File: config.mk
export PLATFORM = sky130hd
export DESIGN_NAME = rpn_stack_driver_flat
export DESIGN_NICKNAME = d
export VERILOG_FILES = /design/src/rtl/rpn_stack_driver_if.sv /design/src/rtl/rpn_stack_driver.sv /design/src/flat_wrapper.sv
export SDC_FILE = /design/constraint.sdc
export NUM_CORES = 1
export LEC_CHECK = 0
export ABC_CLOCK_PERIOD_IN_PS = 3000
export CORE_MARGIN = 2
export CORE_UTILIZATION = 35
export DETAILED_ROUTE_END_ITERATION = 7
export PLACE_DENSITY = 0.67
export SYNTH_ARGS = -nofsm -noshare
export SYNTH_HDL_FRONTEND = slang
export SYNTH_SLANG_ARGS = --single-unit
File: constraint.sdc
create_clock -name clk -period 3 [get_ports clk]
set_input_delay 0.9 -clock clk [delete_from_list [all_inputs] [get_ports clk]]
set_output_delay 0.9 -clock clk [all_outputs]
set_load 0.01 [all_outputs]
File: src/rtl/rpn_stack_driver_if.sv
// rpn_stack_driver_if
//   Bundles the three channels around the RPN driver:
//   - token stream in (valid/ready)
//   - opcode/data out to the stack datapath, with its result/status back
//   - result out (valid/ready)
//   Modports:
//   - master: the driver's view
//   - slave: the view of the environment (token source, stack and result consumer)
//   Parameter DATA_WIDTH: operand/result width.
interface rpn_stack_driver_if #(parameter int DATA_WIDTH = 16);
   logic                  tok_valid;
   logic                  tok_ready;
   logic                  tok_is_op;
   logic [DATA_WIDTH-1:0] tok_data;
   logic                  tok_last;
   logic [2:0]            stk_opcode;
   logic [DATA_WIDTH-1:0] stk_data_in;
   logic [DATA_WIDTH-1:0] stk_data_out;
   logic                  stk_overflow;
   logic                  stk_full;
   logic                  stk_empty;
   logic                  res_valid;
   logic                  res_ready;
   logic [DATA_WIDTH-1:0] res_data;
   logic                  res_ovf;
   logic [1:0]            res_err;

   modport master (
      input  tok_valid, tok_is_op, tok_data, tok_last,
      output tok_ready,
      output stk_opcode, stk_data_in,
      input  stk_data_out, stk_overflow, stk_full, stk_empty,
      output res_valid, res_data, res_ovf, res_err,
      input  res_ready
   );

   modport slave (
      output tok_valid, tok_is_op, tok_data, tok_last,
      input  tok_ready,
      input  stk_opcode, stk_data_in,
      output stk_data_out, stk_overflow, stk_full, stk_empty,
      input  res_valid, res_data, res_ovf, res_err,
      output res_ready
   );
endinterface

File: src/rtl/rpn_stack_driver.sv
// rpn_stack_driver
//   Initiator for a stack ALU. It takes RPN tokens and issues PUSH/ADD/MUL/POP
//   opcodes to the stack. It tracks the stack depth and returns one result per
//   expression.
//
//   Error checks run before an opcode is issued, so the offending opcode never
//   reaches the stack:
//   - UNDERFLOW: operator with fewer than 2 entries on the stack
//   - FULL: operand with the stack already full
//   - MALFORMED: expression ends with depth != 1, or the stack's full/empty
//     flags disagree with the depth counter
//
//   Ports:
//   - clk, rst: clock and synchronous active-high reset
//   - bus (master modport):
//     - tok_*: token stream in
//     - stk_*: opcode/data out, stack result/flags in
//     - res_*: result out, held until res_ready
//
//   Optional macro RPN_ERR_FLUSH_EN: on an error, pop the stack empty
//   (FLUSH state) before reporting. Without it, the stack is left as-is and
//   rst is needed to recover.
module rpn_stack_driver #(
   parameter int DATA_WIDTH  = 16,
   parameter int STACK_DEPTH = 16
) (
   input logic               clk,
   input logic               rst,
   rpn_stack_driver_if.master bus
);
   localparam int DW = $clog2(STACK_DEPTH + 1);
   localparam logic [DW-1:0] DEPTH_MAX = DW'(STACK_DEPTH);
   localparam logic [DW-1:0] DEPTH_ONE = DW'(1);
   localparam logic [DW-1:0] DEPTH_TWO = DW'(2);

   localparam logic [2:0] OP_NOP  = 3'b000;
   localparam logic [2:0] OP_ADD  = 3'b100;
   localparam logic [2:0] OP_MUL  = 3'b101;
   localparam logic [2:0] OP_PUSH = 3'b110;
   localparam logic [2:0] OP_POP  = 3'b111;

   localparam logic [1:0] ERR_OK        = 2'b00;
   localparam logic [1:0] ERR_UNDERFLOW = 2'b01;
   localparam logic [1:0] ERR_FULL      = 2'b10;
   localparam logic [1:0] ERR_MALFORMED = 2'b11;

   typedef enum logic [2:0] {
      ACCEPT, ISSUE, SAMPLE, POP, POPWAIT, REPORT, FLUSH
   } state_t;

   state_t                state, state_nxt, fail_state;
   logic [DW-1:0]         depth;
   logic                  op_q, last_q;
   logic [2:0]            opcode, op_nxt;
   logic [DATA_WIDTH-1:0] din, din_nxt;
   logic [DATA_WIDTH-1:0] res_data;
   logic                  res_ovf;
   logic [1:0]            res_err, err_code;
   logic                  err_set;
   logic                  tok_ready, tok_fire, flags_bad;

   assign tok_ready = (state == ACCEPT) && !rst;
   assign tok_fire  = bus.tok_valid && tok_ready;

   // Stack flags are only trusted as a cross-check against our own counter.
   assign flags_bad = (bus.stk_full && depth < DEPTH_MAX) ||
                      (bus.stk_empty && depth != '0);

`ifdef RPN_ERR_FLUSH_EN
   assign fail_state = (depth != '0) ? FLUSH : REPORT;
`else
   assign fail_state = REPORT;
`endif

   always_ff @(posedge clk) begin
      if (rst) state <= ACCEPT;
      else     state <= state_nxt;
   end

   always_comb begin
      state_nxt = state;
      err_set   = 1'b0;
      err_code  = ERR_OK;
      op_nxt    = OP_NOP;
      din_nxt   = '0;
      case (state)
         ACCEPT: if (tok_fire) begin
            if (!bus.tok_is_op && depth == DEPTH_MAX) begin
               err_set   = 1'b1;
               err_code  = ERR_FULL;
               state_nxt = fail_state;
            end else if (bus.tok_is_op && depth < DEPTH_TWO) begin
               err_set   = 1'b1;
               err_code  = ERR_UNDERFLOW;
               state_nxt = fail_state;
            end else begin
               state_nxt = ISSUE;
            end
         end
         ISSUE:   state_nxt = SAMPLE;
         SAMPLE: begin
            if (flags_bad || (last_q && depth != DEPTH_ONE)) begin
               err_set   = 1'b1;
               err_code  = ERR_MALFORMED;
               state_nxt = fail_state;
            end else if (last_q) begin
               state_nxt = POP;
            end else begin
               state_nxt = ACCEPT;
            end
         end
         POP:     state_nxt = POPWAIT;
         POPWAIT: state_nxt = REPORT;
         REPORT:  if (bus.res_ready) state_nxt = ACCEPT;
         // The POP issued in this cycle empties the last entry.
         FLUSH:   if (depth <= DEPTH_ONE) state_nxt = REPORT;
         default: state_nxt = ACCEPT;
      endcase

      // Opcode is computed from the next state so the stack sees a registered
      // opcode for exactly the ISSUE/POP/FLUSH cycles.
      if (state_nxt == ISSUE) begin
         if (bus.tok_is_op) op_nxt = bus.tok_data[0] ? OP_MUL : OP_ADD;
         else begin
            op_nxt  = OP_PUSH;
            din_nxt = bus.tok_data;
         end
      end else if (state_nxt == POP || state_nxt == FLUSH) begin
         op_nxt = OP_POP;
      end
   end

   always_ff @(posedge clk) begin
      if (rst) begin
         depth    <= '0;
         op_q     <= 1'b0;
         last_q   <= 1'b0;
         opcode   <= OP_NOP;
         din      <= '0;
         res_data <= '0;
         res_ovf  <= 1'b0;
         res_err  <= ERR_OK;
      end else begin
         opcode <= op_nxt;
         din    <= din_nxt;
         if (tok_fire) begin
            op_q   <= bus.tok_is_op;
            last_q <= bus.tok_last;
         end
         case (state)
            ISSUE:   depth <= op_q ? depth - DEPTH_ONE : depth + DEPTH_ONE;
            SAMPLE:  if (op_q) res_ovf <= res_ovf | bus.stk_overflow;
            POP:     depth <= '0;
            POPWAIT: res_data <= bus.stk_data_out;
            FLUSH:   if (depth != '0) depth <= depth - DEPTH_ONE;
            REPORT:  if (bus.res_ready) begin
               res_data <= '0;
               res_ovf  <= 1'b0;
               res_err  <= ERR_OK;
            end
            default: ;
         endcase
         if (err_set) res_err <= err_code;
      end
   end

   assign bus.tok_ready   = tok_ready;
   assign bus.stk_opcode  = opcode;
   assign bus.stk_data_in = din;
   assign bus.res_valid   = (state == REPORT);
   assign bus.res_data    = res_data;
   assign bus.res_ovf     = res_ovf;
   assign bus.res_err     = res_err;
endmodule
File: src/flat_wrapper.sv
// flat-port wrapper written by rule: the top's interface ports become plain ports
module rpn_stack_driver_flat 
#(
   parameter int DATA_WIDTH  = 16,
   parameter int STACK_DEPTH = 16
)
  (clk, rst, bus_tok_valid, bus_tok_is_op, bus_tok_data, bus_tok_last, bus_tok_ready, bus_stk_opcode, bus_stk_data_in, bus_stk_data_out, bus_stk_overflow, bus_stk_full, bus_stk_empty, bus_res_valid, bus_res_data, bus_res_ovf, bus_res_err, bus_res_ready);
  rpn_stack_driver_if #(.DATA_WIDTH(DATA_WIDTH)) bus_i ();
  input logic clk;
  input logic rst;
  input wire logic [$bits(bus_i.tok_valid)-1:0] bus_tok_valid;
  input wire logic [$bits(bus_i.tok_is_op)-1:0] bus_tok_is_op;
  input wire logic [$bits(bus_i.tok_data)-1:0] bus_tok_data;
  input wire logic [$bits(bus_i.tok_last)-1:0] bus_tok_last;
  output wire logic [$bits(bus_i.tok_ready)-1:0] bus_tok_ready;
  output wire logic [$bits(bus_i.stk_opcode)-1:0] bus_stk_opcode;
  output wire logic [$bits(bus_i.stk_data_in)-1:0] bus_stk_data_in;
  input wire logic [$bits(bus_i.stk_data_out)-1:0] bus_stk_data_out;
  input wire logic [$bits(bus_i.stk_overflow)-1:0] bus_stk_overflow;
  input wire logic [$bits(bus_i.stk_full)-1:0] bus_stk_full;
  input wire logic [$bits(bus_i.stk_empty)-1:0] bus_stk_empty;
  output wire logic [$bits(bus_i.res_valid)-1:0] bus_res_valid;
  output wire logic [$bits(bus_i.res_data)-1:0] bus_res_data;
  output wire logic [$bits(bus_i.res_ovf)-1:0] bus_res_ovf;
  output wire logic [$bits(bus_i.res_err)-1:0] bus_res_err;
  input wire logic [$bits(bus_i.res_ready)-1:0] bus_res_ready;
  assign bus_i.tok_valid = bus_tok_valid;
  assign bus_i.tok_is_op = bus_tok_is_op;
  assign bus_i.tok_data = bus_tok_data;
  assign bus_i.tok_last = bus_tok_last;
  assign bus_tok_ready = bus_i.tok_ready;
  assign bus_stk_opcode = bus_i.stk_opcode;
  assign bus_stk_data_in = bus_i.stk_data_in;
  assign bus_i.stk_data_out = bus_stk_data_out;
  assign bus_i.stk_overflow = bus_stk_overflow;
  assign bus_i.stk_full = bus_stk_full;
  assign bus_i.stk_empty = bus_stk_empty;
  assign bus_res_valid = bus_i.res_valid;
  assign bus_res_data = bus_i.res_data;
  assign bus_res_ovf = bus_i.res_ovf;
  assign bus_res_err = bus_i.res_err;
  assign bus_i.res_ready = bus_res_ready;
  rpn_stack_driver #(.DATA_WIDTH(DATA_WIDTH), .STACK_DEPTH(STACK_DEPTH)) u_core (.clk(clk), .rst(rst), .bus(bus_i));
endmodule
* Yosys cells after proc, flatten, opt, wreduce, memory -nomap -nowiden
Cells that the tools add are included.
** Storage, ports and cells
- Flip-flop bits (word level) :: 48
- Output and inout port bits :: 40
** Operators by class
- Add/subtract/negate cells :: 2
- Magnitude comparators :: 3
- Eq/ne operators :: 14
- Mux-type cells :: 33
- Bitwise logic cells :: 2
- Reduce and logical (&&, ||, !) cells :: 24
** Operator list (count)
- 16-bit case mux with 2 select lines :: 1
- 3-bit 2-to-1 mux :: 9
- 3-bit case mux with 7 select lines :: 1
- 16-bit 2-to-1 mux :: 1
- 5-bit case mux with 3 select lines :: 1
- 2-bit 2-to-1 mux :: 7
- 3-bit equality test, second input constant :: 4
- 5-bit 2-to-1 mux :: 2
- 3-bit by 2-bit equality test with 1-bit output, second input constant :: 3
- 1-bit 2-to-1 mux :: 8
- 2-bit nonzero test :: 4
- 1-bit logical AND :: 7
- 3-bit by 1-bit equality test with 1-bit output, second input constant :: 2
- 2-bit by 1-bit != test with 1-bit output, second input constant :: 3
- 2-bit AND reduction :: 3
- 5-bit by 1-bit adder with 5-bit output, second input constant :: 1
- 5-bit equality test, second input constant :: 1
- 5-bit by 1-bit less-or-equal comparator with 1-bit output, second input constant :: 1
- 5-bit by 2-bit < comparator with 1-bit output, second input constant :: 1
- 5-bit < comparator, second input constant :: 1
- 5-bit by 1-bit != test with 1-bit output, second input constant :: 1
- 5-bit nonzero test :: 1
- 5-bit by 1-bit subtractor with 5-bit output, second input constant :: 1
- 1-bit case mux with 2 select lines :: 2
- other kinds (9) :: 12

* Depth between registers and ports, before layout
- Depth after elaboration :: 10
- Gate-level depth with buffers :: 8
- Gate-level depth less buffers :: 7

* Worst setup path after synthesis
Ideal clock, no wire load.
- Path kind :: input-to-reg
- From :: in rst
- To :: reg u_core.res_err[1], in the netlist u_core.bus.res_err[1]
- Arrival :: 2.529 ns
- Required time :: 2.867 ns
- Setup slack :: 0.338 ns
- Stages on the path :: 6
- Buffers on the path :: 1
- Path through :: clkbuf_1 nor4_1 nand2_1 or4b_2 nand3_1 a31oi_1
** On the way
- Word-level cells in the longest chain between the ends :: 7
** RTL lines
- start: declaration :: RTL line flat_wrapper.sv:10 : input logic rst;
- 1-bit logical NOT * :: RTL line rpn_stack_driver.sv:62 : assign tok_ready = (state == ACCEPT) && !rst;
- 1-bit logical AND * :: RTL line rpn_stack_driver.sv:62
- via bus_tok_ready :: RTL line flat_wrapper.sv:15 : output wire logic [$bits(bus_i.tok_ready)-1:0] bus_tok_ready;
- 1-bit logical AND * :: RTL line rpn_stack_driver.sv:63 : assign tok_fire = bus.tok_valid && tok_ready;
- 1-bit 2-to-1 mux :: RTL line rpn_stack_driver.sv:87 : ACCEPT: if (tok_fire) begin
- 1-bit case mux with 2 select lines :: RTL line rpn_stack_driver.sv:86 : case (state)
- 2-bit nonzero test (no line)
- 2-bit AND reduction (no line)
- end signal: assignment :: RTL line rpn_stack_driver.sv:163 : if (err_set) res_err <= err_code;
- end: declaration :: RTL line rpn_stack_driver.sv:58 : logic [1:0] res_err, err_code;
The timed path passes the listed nets; every way through them passes the cells marked *.
A chain may end at the register's enable or synchronous reset.

* Worst setup path in the final report
- From :: in rst
- To :: out bus_tok_ready
** On the way
- Word-level cells in the longest chain between the ends :: 2
** RTL lines (RTL line)
- 1-bit logical NOT :: rpn_stack_driver.sv:62
- 1-bit logical AND :: rpn_stack_driver.sv:62
- end: declaration :: flat_wrapper.sv:15
No other way between the ends.

==> impl_metrics.csv <==
group,metric,value,unit
yosys,synth_top_area_cell,"dfxtp_1",
grt,grt_use_total,17.24,%
drt,wl,5519,um
worst_setup_path,max_stage_delay,0.44,ns
finish,multiInputGateArea,1007,sq um
drt,drc,0,
worst_setup_path,cp_max_fo,4,
floorplan,fp.dieH,80.87,um
finish,final.fill_count,556,
cts,cts_inserted_buffers,5,
grt,gr-total-overflow,0,
job,maxCapViolCount,0,
cts,cts_tree,"yes",
worst_setup_path,crit_family,"buffers and inverters",
placement,port_buffers,80,
worst_setup_path,cp_slowest_cell,"clkdlybuf4s50_1",
yosys,yosysUniqueCellTypes,48,
grt,grt_antenna_before_repair,0,
cts,cts_buffer_depth,2,
sta,hold_violations,0,
worst_setup_path,critPathBufInv,3,
yosys,synth-simple-area-share,27.16,%
grt,grt_first_pass_wirelength,8825,um
worst_setup_path,regToRegSetupSlack,0.42,ns
sta,finalCritPeriodShare,97.17,%
cts,cts_root_buf,"clkbuf_8",
power_and_ir_drop,power.density,635.9,nW/um^2
floorplan,rows,27,
yosys,yosysWarnings,0,
drt,drt_iter0_drc,108,
floorplan,start_util,36.88,%
sta,period_minus_slack,2.915,ns
yosys,synth_seq_cells,48,
sta,setup_viol,0,
placement,gp_congestion,0.9173,
power_and_ir_drop,ir_worst_vdd,0.3704,mV
placement,dpl_cell_area,2957,sq um
yosys,synth_commonest_cells,"48 x dfxtp_1, 29 x a21oi_1, 29 x nand2_1",
yosys,yosys-top-cells-area,"dfxtp_1 46%, a21oi_1 7.0%, and2_1 5.7%",
drt,ant_nets,0,
finish,area_growth,48.76,%
floorplan,dieArea,6540,sq um
sta,worstMarginPinSlew,0.6542,ns
yosys,synth_edf_count,0,
yosys,netlist_area,2068,sq um
cts,cts.clk_slew.worst_paths,0.08,ns
yosys,synth_fp_nets,286,
worst_setup_path,cp-start-kind,"input pin",
floorplan,coreArea,5608,sq um
finish,drive_gt1_share,7.099,%
yosys,synth_top_family_by_area,"simple AND/OR/NAND/NOR gates",
finish,final_cell_area,3077,sq um
sta,fin_setup_tns,0,ns
sta,slew_viol_final,0,
drt,dr.pass1.iters,4,
yosys,synth_xor_area_share,0.8469,%
yosys,synthFlopType,"dfxtp_1",
drt,wl_per_cell,13.94,um
sta,max_freq,343.1,MHz
drt,post_drt_via_cell_ratio,5.040,
run_status,status,"finished, final reports clean",
min_path,min_path_type,"reg2reg",
worst_setup_path,cp.required,2.10,ns
yosys,yosys.area.top_type_share,46.46,%
worst_setup_path,path_class,"in2out",
worst_setup_path,cp_data_arrival_time,2.02,ns
finish,diodes,0,
yosys,ys_seq_area_share,46.46,%
yosys,avgSynthCellArea,8.582,sq um
sta,finalClockSkew,0.005762,ns
cts,h-tree-depth,2,
yosys,synth.area.mux_share,0.4840,%
power_and_ir_drop,total_power,1.957,mW
worst_setup_path,cp_cell_sequence,"clkdlybuf4s50_1 > nor4_1 > buf_4 > dlygate4sd2_1",
cts,clock_latency,0.29,ns
yosys,synth_cells,241,
drt,via_count,1996,
yosys,synth-compound-area-share,17.54,%
floorplan,fp.dieW,80.87,um
finish,finalNetCount,368,
finish,seq_area,960.9,sq um
yosys,yosys.area_share.adder,2.420,%
sta,rsz0062_at_grt,"no",
power_and_ir_drop,p_leak,1.135,nW
cts,clkSinkCount,48,
floorplan,ioPinCount,81,
yosys,async_flop_share,0,%
placement,dp.final_hpwl,4026,um
grt,grt_start_max_net_pins,26,
sta,maxSlewHeadroom,56.28,%
worst_setup_path,cp-end-kind,"output port",
yosys,yosysMostFrequentCell,"dfxtp_1",
grt,grt_pass1_vias,1870,
state kept, by name, indices dropped and copies added (netlist names):
name	flops
u_core.depth	5
u_core.op_q	1
u_core.bus.res_ovf	1
u_core.bus.res_err	2
u_core.bus.stk_data_in	16
u_core.last_q	1
u_core.bus.stk_opcode	3
u_core.state	3
u_core.bus.res_data	16
per-layer routing:
layer  track usage [%]  vias to the layer above  share of wire, %
li1                  -                     1010                 -
met5                 0                        -                 0
met3             6.556                        4               8.8
met4             4.407                        0              0.91
met1             22.12                      903                45
met2             27.27                       79                46
logic make-up (layout without fill, tap and decap cells):
family | count (synthesis) | after routing
adders and majority gates | 4 | 4
DFF | 48 | 48
xor gates and xnor gates | 2 | 2
muxes | 1 | 1
buffers and inverters | 24 | 107
AOI/OAI and AO/OA | 58 | 58
and+or+nand+nor | 104 | 104
worst min-delay path: cells and delay by family (launching register included):
| kind | cells | cell delay [ns] |
|---|---|---|
| AND/OR/NAND/NOR | 1 | 0.06 |
| AO/OA/AOI/OAI | 1 | 0.06 |
| flip-flops | 1 | 0.32 |
what timing repair did:
action,4_1_cts,5_1_grt
hold buffers,0,0
endpoints found under the setup margin,1,0
gates resized for setup,1,0
setup buffers,0,0
report_power, final:
part	internal, mW	switching [mW]	total, mW
logic	0.340	0.345	0.685
registers	0.722	0.0640	0.786
clock network	0.273	0.213	0.486
total	1.33	0.622	1.96
per-stage QoR:
stage          util, %  cells  worst slack, ns  hold WS, ns
2_1_floorplan        -    241           0.3384       0.4441
3_3_place_gp     52.72    388          -0.1454       0.4529
3_5_place_dp     52.72    388          -0.1202       0.4611
4_1_cts          54.86    396          0.07382       0.4735
5_1_grt          54.86    396          0.03578       0.4878
6_report         54.86    396          0.08499       0.4708
path summary, 6_finish.rpt:
check	startpoint	to	cells past startpoint
worst min register to register	u_core.bus.res_data[3]	u_core.bus.res_data[3]	2
worst max-delay path	rst	bus_tok_ready	4
worst min-delay path	u_core.bus.res_data[3]	u_core.bus.res_data[3]	2
worst max register to register	u_core.depth[1]	u_core.bus.stk_opcode[1]	7
placed cells by master, fill, tap and decap left out, drive strengths merged, types with 3 or more instances in the layout:
master and n:
ha 4, and3b 3, inv 12, nand4 3, a21oi 29, clkdlybuf4s50 79
dfxtp 48, o21ai 5, nor2 10, nand2 29, a31oi 4, or4b 3
clkbuf 6, buf 7, and2 19, nand3 22
cell type report:
class / count / share of cell area (%)
Multi-Input combinational cell: 169 / 32.74
Sequential cell: 48 / 31.23
Timing Repair Buffer: 87 / 27.69
Tap cell: 72 / 2.928
Clock buffer: 6 / 2.684
Inverter: 12 / 1.464
Clock inverter: 2 / 1.261
Note: power is estimated with default switching activity, not from simulation.
